<file path="src/rtl/vga_timing_decoder_if.sv">
// vga_timing_decoder_if: raw VGA timing bundle (HS, VS, blank).
// master drives the three timing lines, slave samples them.
interface vga_timing_decoder_if;
    logic HS;
    logic VS;
    logic blank;

    modport master (output HS, output VS, output blank);
    modport slave  (input  HS, input  VS, input  blank);
endinterface

</file>
<file path="src/rtl/vga_timing_decoder.sv">
// vga_timing_decoder: recovers per-pixel x/y from sampled HS/VS/blank,
// measures line/frame geometry and tracks timing lock.
// Ports: pixel_clk, rst (sync, active-high), vga (HS/VS/blank slave),
//   de/x/y pixel qualifier and coordinates, frame_start pulse,
//   h_total/v_total/h_active/v_active measurements, locked, sync_err pulse.
module vga_timing_decoder #(
    parameter bit          SPP         = 1'b0,
    parameter int unsigned LOCK_FRAMES = 3,
    parameter int unsigned CW          = 11
) (
    input  logic                pixel_clk,
    input  logic                rst,
    vga_timing_decoder_if.slave vga,
    output logic                de,
    output logic [CW-1:0]       x,
    output logic [CW-1:0]       y,
    output logic                frame_start,
    output logic [CW-1:0]       h_total,
    output logic [CW-1:0]       v_total,
    output logic [CW-1:0]       h_active,
    output logic [CW-1:0]       v_active,
    output logic                locked,
    output logic                sync_err
);
    typedef enum logic [1:0] {
        ST_UNLOCKED,
        ST_ACQUIRE,
        ST_LOCKED
    } state_t;

    localparam logic [CW-1:0] ONE        = CW'(1);
    localparam logic [CW-1:0] CMAX       = '1;
    localparam logic [3:0]    MATCH_LAST = 4'(LOCK_FRAMES - 1);

    logic          hs_dly_q, hs_dly_d;
    logic          vs_dly_q, vs_dly_d;
    logic          blank_dly_q, blank_dly_d;
    logic [CW-1:0] hcnt_q, hcnt_d;
    logic [CW-1:0] lcnt_q, lcnt_d;
    logic [CW-1:0] h_total_q, h_total_d;
    logic [CW-1:0] v_total_q, v_total_d;
    logic [CW-1:0] h_active_q, h_active_d;
    logic [CW-1:0] v_active_q, v_active_d;
    logic [CW-1:0] x_q, x_d;
    logic [CW-1:0] y_q, y_d;
    logic          de_q, de_d;
    logic          frame_start_q, frame_start_d;
    logic [CW-1:0] ref_h_q, ref_h_d;
    logic [CW-1:0] ref_v_q, ref_v_d;
    logic [3:0]    match_q, match_d;
    state_t        state_q, state_d;
    logic          locked_q, locked_d;
    logic          sync_err_q, sync_err_d;

    logic          hs_lead;
    logic          vs_lead;
    logic          act_start;
    logic          act_end;
    logic          hsat;
    logic [CW-1:0] h_new;
    logic [CW-1:0] v_new;

    always_comb begin
        hs_lead   = (vga.HS == SPP) && (hs_dly_q != SPP);
        vs_lead   = (vga.VS == SPP) && (vs_dly_q != SPP);
        act_start = !vga.blank && blank_dly_q;
        act_end   = vga.blank && !blank_dly_q;
        hsat      = (hcnt_q == CMAX);
        // Values the measurement registers take this cycle; the lock
        // tracker compares against these, not the stale registers.
        h_new     = hs_lead ? hcnt_q + ONE : h_total_q;
        v_new     = lcnt_q + CW'(hs_lead);

        hs_dly_d      = vga.HS;
        vs_dly_d      = vga.VS;
        blank_dly_d   = vga.blank;
        hcnt_d        = hcnt_q;
        lcnt_d        = lcnt_q;
        h_total_d     = h_new;
        v_total_d     = v_total_q;
        h_active_d    = h_active_q;
        v_active_d    = v_active_q;
        x_d           = x_q;
        y_d           = y_q;
        de_d          = !vga.blank;
        frame_start_d = vs_lead;
        ref_h_d       = ref_h_q;
        ref_v_d       = ref_v_q;
        match_d       = match_q;
        state_d       = state_q;
        sync_err_d    = 1'b0;

        if (hs_lead) begin
            hcnt_d = '0;
        end else if (!hsat) begin
            hcnt_d = hcnt_q + ONE;
        end

        if (vs_lead) begin
            v_total_d = v_new;
            lcnt_d    = '0;
        end else if (hs_lead) begin
            lcnt_d = lcnt_q + ONE;
        end

        if (act_start) begin
            x_d = '0;
        end else if (!vga.blank) begin
            x_d = x_q + ONE;
        end

        if (act_end) begin
            h_active_d = x_q + ONE;
            y_d        = y_q + ONE;
        end

        // Frame boundary overrides a line end landing on the same cycle.
        if (vs_lead) begin
            v_active_d = y_q;
            y_d        = '0;
        end

        unique case (state_q)
            ST_UNLOCKED: begin
                if (vs_lead) begin
                    ref_h_d = h_new;
                    ref_v_d = v_new;
                    match_d = '0;
                    state_d = ST_ACQUIRE;
                end
            end
            ST_ACQUIRE: begin
                if (hsat) begin
                    state_d = ST_UNLOCKED;
                end else if (vs_lead) begin
                    if (h_new == ref_h_q && v_new == ref_v_q) begin
                        match_d = match_q + 4'd1;
                        if (match_d == MATCH_LAST) begin
                            state_d = ST_LOCKED;
                        end
                    end else begin
                        ref_h_d = h_new;
                        ref_v_d = v_new;
                        match_d = '0;
                    end
                end
            end
            ST_LOCKED: begin
                if (hsat
                    || (hs_lead && h_new != ref_h_q)
                    || (vs_lead && v_new != ref_v_q)) begin
                    state_d    = ST_UNLOCKED;
                    sync_err_d = 1'b1;
                end
            end
            default: begin
                state_d = ST_UNLOCKED;
            end
        endcase

        locked_d = (state_d == ST_LOCKED);
    end

    always_ff @(posedge pixel_clk) begin
        if (rst) begin
            hs_dly_q      <= ~SPP;
            vs_dly_q      <= ~SPP;
            blank_dly_q   <= 1'b1;
            hcnt_q        <= '0;
            lcnt_q        <= '0;
            h_total_q     <= '0;
            v_total_q     <= '0;
            h_active_q    <= '0;
            v_active_q    <= '0;
            x_q           <= '0;
            y_q           <= '0;
            de_q          <= 1'b0;
            frame_start_q <= 1'b0;
            ref_h_q       <= '0;
            ref_v_q       <= '0;
            match_q       <= '0;
            state_q       <= ST_UNLOCKED;
            locked_q      <= 1'b0;
            sync_err_q    <= 1'b0;
        end else begin
            hs_dly_q      <= hs_dly_d;
            vs_dly_q      <= vs_dly_d;
            blank_dly_q   <= blank_dly_d;
            hcnt_q        <= hcnt_d;
            lcnt_q        <= lcnt_d;
            h_total_q     <= h_total_d;
            v_total_q     <= v_total_d;
            h_active_q    <= h_active_d;
            v_active_q    <= v_active_d;
            x_q           <= x_d;
            y_q           <= y_d;
            de_q          <= de_d;
            frame_start_q <= frame_start_d;
            ref_h_q       <= ref_h_d;
            ref_v_q       <= ref_v_d;
            match_q       <= match_d;
            state_q       <= state_d;
            locked_q      <= locked_d;
            sync_err_q    <= sync_err_d;
        end
    end

    assign de          = de_q;
    assign x           = x_q;
    assign y           = y_q;
    assign frame_start = frame_start_q;
    assign h_total     = h_total_q;
    assign v_total     = v_total_q;
    assign h_active    = h_active_q;
    assign v_active    = v_active_q;
    assign locked      = locked_q;
    assign sync_err    = sync_err_q;
endmodule

</file>
<file path="src/flat_wrapper.sv">
// flat-port wrapper written by rule: the top's interface ports become plain ports
module vga_timing_decoder_flat 
#(
    parameter bit          SPP         = 1'b0,
    parameter int unsigned LOCK_FRAMES = 3,
    parameter int unsigned CW          = 11
)
  (pixel_clk, rst, de, x, y, frame_start, h_total, v_total, h_active, v_active, locked, sync_err, vga_HS, vga_VS, vga_blank);
  vga_timing_decoder_if vga_i ();
  input  logic pixel_clk;
  input  logic rst;
  output logic de;
  output logic [CW-1:0] x;
  output logic [CW-1:0] y;
  output logic frame_start;
  output logic [CW-1:0] h_total;
  output logic [CW-1:0] v_total;
  output logic [CW-1:0] h_active;
  output logic [CW-1:0] v_active;
  output logic locked;
  output logic sync_err;
  input wire logic [$bits(vga_i.HS)-1:0] vga_HS;
  input wire logic [$bits(vga_i.VS)-1:0] vga_VS;
  input wire logic [$bits(vga_i.blank)-1:0] vga_blank;
  assign vga_i.HS = vga_HS;
  assign vga_i.VS = vga_VS;
  assign vga_i.blank = vga_blank;
  vga_timing_decoder #(.SPP(SPP), .LOCK_FRAMES(LOCK_FRAMES), .CW(CW)) u_core (.pixel_clk(pixel_clk), .rst(rst), .vga(vga_i), .de(de), .x(x), .y(y), .frame_start(frame_start), .h_total(h_total), .v_total(v_total), .h_active(h_active), .v_active(v_active), .locked(locked), .sync_err(sync_err));
endmodule
</file>
<file path="config.mk">
export PLATFORM = sky130hd
export DESIGN_NAME = vga_timing_decoder_flat
export DESIGN_NICKNAME = d
export VERILOG_FILES = /design/src/rtl/vga_timing_decoder_if.sv /design/src/rtl/vga_timing_decoder.sv /design/src/flat_wrapper.sv
export SDC_FILE = /design/constraint.sdc
export NUM_CORES = 1
export LEC_CHECK = 0
export BUFFER_PORTS_ARGS = -buffer_cell sky130_fd_sc_hd__buf_2
export CAP_MARGIN = 20
export CORE_AREA = 2 2 102 104
export CTS_CLUSTER_DIAMETER = 50
export DETAILED_ROUTE_END_ITERATION = 7
export DIE_AREA = 0 0 104 106
export PLACE_DENSITY = 0.78
export SYNTH_ARGS = -nofsm -noshare
export SYNTH_HDL_FRONTEND = slang
export SYNTH_SLANG_ARGS = --single-unit
</file>
<file path="constraint.sdc">
create_clock -name pixel_clk -period 6.01 [get_ports pixel_clk]
set_input_delay 1.803 -clock pixel_clk [delete_from_list [all_inputs] [get_ports pixel_clk]]
set_output_delay 1.803 -clock pixel_clk [all_outputs]
set_load 0.005 [all_outputs]
</file>
==> results of run 1 <==
## critical path, cell delays in order
cell,delay [ns]
buf_2,0.13
or2b_4,0.32
inv_2,0.09
ha_1,0.23
nand3_1,0.19
or3_1,0.41
and2_1,0.17
o2111ai_1,0.22
nor4_2,0.10
and4_1,0.24
nor2_2,0.82
mux2_1,0.39
## cell families (layout without fill, tap and decap cells)
family | Yosys count | count (layout) | synth area share (%)
adders and majority gates | 8 | 8 | 1.80
and+or+nand+nor | 217 | 217 | 19.9
xor gates and xnor gates | 71 | 71 | 11.4
AOI/OAI and AO/OA | 145 | 145 | 17.2
muxes | 9 | 9 | 1.64
DFF | 123 | 123 | 44.3
buffers and inverters | 51 | 128 | 3.74
## routing by layer
metal  vias up  wire length, um  global-route usage, %  part of all wire [%]
met5         -                0                      0                     0
met4         0              284                   11.0                   2.2
met3        28              720                   5.15                   5.6
met2       167             6120                   39.0                    47
met1      2277             5830                   31.1                    45
li1       2338                -                      -                     -
## area by class of cell
| class | instances | area (um^2) |
|---|---|---|
| timing repair buffer | 81 | 423 |
| sequential | 123 | 2460 |
| inverter | 15 | 56.3 |
| multi-input combinational | 450 | 2890 |
| tap | 136 | 170 |
| clock inverter | 13 | 190 |
| clock buffer | 19 | 432 |
| fill | 796 | 3370 |
## cells in the mapped netlist (2+ instances only)
library cell  instances
buf_2                 7
clkbuf_1             28
mux2i_1               8
and3_1                9
or4_4                 2
a211oi_1             31
a2111oi_2             2
o22ai_1               2
and2_1                5
nor2_1               67
dfxtp_1             123
a211o_1               2
xor2_1               34
nand2b_1             12
nand4_1               9
nand3_1              25
inv_1                14
or3_1                10
and4bb_2              2
and4_1                3
a21oi_1              41
ha_1                  8
nand2_1              45
a22o_1               12
o21ai_1               7
a21o_1                2
a31oi_1               4
and3b_1               2
or2_2                 2
o31ai_1               4
xnor2_1              36
nor2b_1               5
nor3_1                9
o21ai_0              24
## how the worst min path moves through the flow
stage / startpoint / endpoint / slack [ns] / cells after the start
finish: u_core.v_total[6]$_SDFFE_PP0P_ / u_core.v_total[6]$_SDFFE_PP0P_ / 0.45 / 2
global route: u_core.v_total[2]$_SDFFE_PP0P_ / u_core.v_total[2]$_SDFFE_PP0P_ / 0.48 / 2
CTS: u_core.v_total[6]$_SDFFE_PP0P_ / u_core.v_total[6]$_SDFFE_PP0P_ / 0.46 / 2
detailed placement: u_core.v_total[6]$_SDFFE_PP0P_ / u_core.v_total[6]$_SDFFE_PP0P_ / 0.44 / 2
global placement: u_core.v_total[5]$_SDFFE_PP0P_ / u_core.v_total[5]$_SDFFE_PP0P_ / 0.43 / 2
floorplan: u_core.v_total[10]$_SDFFE_PP0P_ / u_core.v_total[10]$_SDFFE_PP0P_ / 0.45 / 2
## through the flow
stage	hold slack, ns	cells	worst slack (ns)	utilization (%)
floorplan	0.449	624	0.766	-
global placement	0.431	805	0.909	60.1
detailed placement	0.441	805	0.801	60.1
CTS	0.456	837	1.34	66.3
global route	0.481	837	1.13	66.3
finish	0.450	837	1.29	66.3
## power groups by stage
stage | sequential, uW | combinational, uW | clock [uW]
floorplan | 872 | 104 | 0
global placement | 876 | 135 | 0
detailed placement | 877 | 139 | 0
CTS | 860 | 141 | 1080
global route | 863 | 155 | 1110
finish | 860 | 141 | 1070
==> flow_metrics.env, run 1 <==
export IMPL_internal_power_uw=1580
export IMPL_first_global_vias=4404
export IMPL_p_sw_share_pct=23.5
export IMPL_rows=37
export IMPL_wl_um=13000
export IMPL_antenna_found_initial=0
export IMPL_syn_area_um2=5560
export IMPL_worstSkewPairLatency_ns=0.52
export IMPL_max_freq_mhz=212
export IMPL_cp_endpoint="u_core.ref_h_q[3]$_SDFFE_PP0P_"
export IMPL_grt_pass1_wl_um=21500
export IMPL_tns_ns=0
export IMPL_synth_avg_cell_area_um2=8.91
export IMPL_drc=0
export IMPL_die_h_um=106
export IMPL_dpl_hpwl_um=8950
export IMPL_netlist_top_cell_by_area="dfxtp_1"
export IMPL_post_cts_buffers=0
export IMPL_antenna_cells=0
export IMPL_status="completed"
export IMPL_viasPerCell=5.75
export IMPL_synthArstFlopShare_pct=0
export IMPL_place_area_um2=6010
export IMPL_drv_cap=0
export IMPL_ant_nets=0
export IMPL_p_comb_share_pct=6.8
export IMPL_grt_overflow=0
export IMPL_tightest_slew_ns=1.09
export IMPL_cts_root_buf="clkbuf_8"
export IMPL_ios=75
export IMPL_crit_start="vga_HS"
export IMPL_final_common_cell="dfxtp_1"
export IMPL_timing_rr_end="u_core.ref_h_q[3]$_SDFFE_PP0P_"
export IMPL_final_nets=701
export IMPL_htree_num_levels=4
export IMPL_switchingPower_uw=487
export IMPL_critPathKind="in -> reg"
export IMPL_drive_above_1_share_pct=18.5
export IMPL_drtPass1Iterations=7
export IMPL_period_minus_slack_ns=4.72
export IMPL_ys_ff_latch=123
export IMPL_layout_common_cells="dfxtp_1, buf_2, nor2_1, nand2_1, a21oi_1"
export IMPL_synthFlopType="dfxtp_1"
export IMPL_cts_made_buffers=17
export IMPL_synth_edf_count=0
export IMPL_synth_top_area_share_pct=44.3
export IMPL_finalHoldViolations=0
export IMPL_final_area_um2=6630
export IMPL_power_uw=2070
export IMPL_cts_tree="yes"
export IMPL_clockPowerShare_pct=51.6
export IMPL_fin_crit_sh_pct=78.5
export IMPL_min_path_type="reg -> reg"
export IMPL_p_leak_uw=0.00262
export IMPL_place_congestion=0.905
export IMPL_slew_headroom_pct=27.4
export IMPL_slew_violations=0
export IMPL_synthCells=624
export IMPL_coreArea_um2=10000
export IMPL_cp_end_kind="flop"
export IMPL_finalSetupViolCount=0
export IMPL_grt_start_max_net_pins=34
export IMPL_vias=4810
export IMPL_die_width_um=104
export IMPL_wl_per_cell_um=15.5
export IMPL_grt_setup_unrepaired="false"
export IMPL_drt_initial_drc_count=380
export IMPL_cts_clk_slew_worst_paths_ns=0.06
export IMPL_required_ns=6.41
export IMPL_r2r_slack_ns=2.30
export IMPL_cts_hold_repair_buffers=0
export IMPL_cts_sinks=123
export IMPL_die_area_um2=11000
export IMPL_startpoint_type="input pin"
export IMPL_fin_skew_ns=0.0112
export IMPL_synth_nets=637
export IMPL_synthToLayoutAreaGrowth_pct=19.2
export IMPL_yosys_warnings=0
export IMPL_r2r_cells=11
export IMPL_path_max_fanout=24
export IMPL_initial_core_util_pct=55.6
export IMPL_p_per_area_nw_per_um2=312
export IMPL_synthTopCellsByArea="dfxtp_1, xnor2_1, xor2_1"
export IMPL_grtUsageTotal_pct=24.1
export IMPL_p_seq_share_pct=41.6
export IMPL_synth_cell_type_count=62
export IMPL_port_buffers=74
export IMPL_cts_resized=0
export IMPL_ctsLongestPathBuffers=2
export IMPL_max_vdd_ir_drop_v=0.000193
export IMPL_yosysSeqAreaShare_pct=44.3
export IMPL_crit_arrival_ns=5.12
export IMPL_crit_reg2reg_launch="u_core.hs_dly_q$_SDFF_PP1_"
(Power assumes the default switching activity.)
==> run 2, diff against run 1 <==
- CORE_AREA: 2 2 102 104 -> 2 2 107 109
- DIE_AREA: 0 0 104 106 -> 0 0 109 111
- PLACE_DENSITY: 0.78 -> 0.75
- clock period: 6.01 -> 4 ns (I/O delays scaled with it)
==> flow_metrics.env, run 2 (synthesized netlist as in run 1, its figures left out) <==
export IMPL_status="completed"
export IMPL_cts_hold_repair_buffers=0
export IMPL_path_delay_family="simple AND/OR/NAND/NOR gates"
export IMPL_cts_sinks=123
export IMPL_max_freq_mhz=279
export IMPL_port_buffers=74
export IMPL_final_nets=713
export IMPL_required_ns=4.33
export IMPL_fin_crit_sh_pct=89.5
export IMPL_cts_clk_slew_worst_paths_ns=0.06
export IMPL_drtPass1Iterations=5
export IMPL_grt_setup_unrepaired="false"
export IMPL_place_congestion=0.915
export IMPL_cts_tree="yes"
export IMPL_layout_common_cells="dfxtp_1, buf_2, nor2_1, nand2_1, a21oi_1"
export IMPL_initial_core_util_pct=50.2
export IMPL_cts_made_buffers=17
export IMPL_vias=4752
export IMPL_tightest_slew_ns=0.804
export IMPL_viasPerCell=5.55
export IMPL_grt_start_max_net_pins=25
export IMPL_worstSkewPairLatency_ns=0.43
export IMPL_grt_overflow=0
export IMPL_htree_num_levels=4
export IMPL_fin_skew_ns=0.0172
export IMPL_fillCellCount=915
export IMPL_die_area_um2=12100
export IMPL_p_per_area_nw_per_um2=460
export IMPL_drt_initial_drc_count=334
export IMPL_cts_resized=0
export IMPL_slew_violations=0
export IMPL_crit_slowest_cell="or3_1"
export IMPL_worst_path_buf_inv=3
export IMPL_drive_above_1_share_pct=20.6
export IMPL_grt_pass1_wl_um=21800
export IMPL_cts_root_buf="clkbuf_16"
export IMPL_post_cts_buffers=0
export IMPL_coreArea_um2=11100
export IMPL_max_vdd_ir_drop_v=0.000350
export IMPL_critPathMaxStageDelay_ns=0.40
export IMPL_antenna_found_initial=0
export IMPL_drc=0
export IMPL_ctsLongestPathBuffers=2
export IMPL_dpl_hpwl_um=9410
export IMPL_first_global_vias=4534
export IMPL_wl_um=13400
export IMPL_finalHoldViolations=0
export IMPL_min_path_type="reg -> reg"
export IMPL_crit_arrival_ns=3.91
export IMPL_period_minus_slack_ns=3.58
export IMPL_synthToLayoutAreaGrowth_pct=22.1
export IMPL_worstPathCellList="buf_2 > or2b_4 > inv_2 > ha_4 > nand3_2 > or3_1 > a21oi_1 > o2111ai_2 > nor4_4 > and4_1 > nor2_2 > buf_4 > o31ai_1"
export IMPL_finalSetupViolCount=0
export IMPL_die_width_um=109
export IMPL_p_leak_uw=0.00267
export IMPL_holdWs_ns=0.451
export IMPL_path_max_fanout=9
export IMPL_rows=39
export IMPL_die_h_um=111
export IMPL_cp_end_kind="flop"
export IMPL_antenna_cells=0
export IMPL_ios=75
export IMPL_ant_nets=0
export IMPL_slew_headroom_pct=46.4
export IMPL_fin_util_pct=61.3
export IMPL_final_common_cell="dfxtp_1"
export IMPL_grtUsageTotal_pct=23.2
export IMPL_critPathKind="in -> reg"
export IMPL_wl_per_cell_um=15.7
export IMPL_startpoint_type="input pin"
export IMPL_drv_cap=0
==> run 2: path summary, 6_finish.rpt <==
path | end | slack [ns] | cells after the start | start
min | u_core.v_total[1]$_SDFFE_PP0P_ | 0.45 | 2 | u_core.v_total[1]$_SDFFE_PP0P_
max | u_core.ref_h_q[1]$_SDFFE_PP0P_ | 0.42 | 13 | vga_HS
min reg2reg | u_core.v_total[1]$_SDFFE_PP0P_ | 0.45 | 2 | u_core.v_total[1]$_SDFFE_PP0P_
max reg2reg | u_core.ref_h_q[1]$_SDFFE_PP0P_ | 0.78 | 10 | u_core.hcnt_q[0]$_SDFFE_PP0N_
==> run 2: power by group <==
group	internal [uW]	switching (uW)	leakage, uW
sequential	1260	35.3	0.000999
combinational	97.8	129	0.00138
clock	1020	579	0.000294
total	2380	744	0.00267
==> run 2: final cells by class <==
| class | count | area [um^2] | area share, % |
|---|---|---|---|
| tap | 143 | 179 | 2.64 |
| inverter | 15 | 56.3 | 0.830 |
| clock inverter | 12 | 161 | 2.38 |
| clock buffer | 20 | 457 | 6.73 |
| multi-input combinational | 450 | 2950 | 43.4 |
| timing repair buffer | 93 | 526 | 7.74 |
| sequential | 123 | 2460 | 36.3 |
==> run 2: worst min-delay path, cell delays in order, from the launching register on <==
cell	delay [ns]
dfxtp_1	0.32
nand2_1	0.05
o21ai_0	0.06
==> run 2: per-stage QoR <==
step / cell area (um^2) / setup TNS, ns / cells / power [uW] / setup slack (ns)
floorplan: 5640 / 0 / 624 / 1480 / 0.0107
global placement: 6170 / 0 / 824 / 1540 / 0.107
detailed placement: 6170 / -0.0510 / 824 / 1540 / -0.0332
CTS: 6790 / 0 / 856 / 3140 / 0.409
global route: 6790 / 0 / 856 / 3210 / 0.186
finish: 6790 / 0 / 856 / 3120 / 0.419
==> run 2: per-layer routing <==
| metal | share of wire [%] | track usage [%] | up-vias |
|---|---|---|---|
| met1 | 45 | 30.3 | 2221 |
| li1 | - | - | 2352 |
| met4 | 2.9 | 11.2 | 0 |
| met2 | 46 | 34.9 | 144 |
| met3 | 6.2 | 6.64 | 35 |
| met5 | 0 | 0 | - |
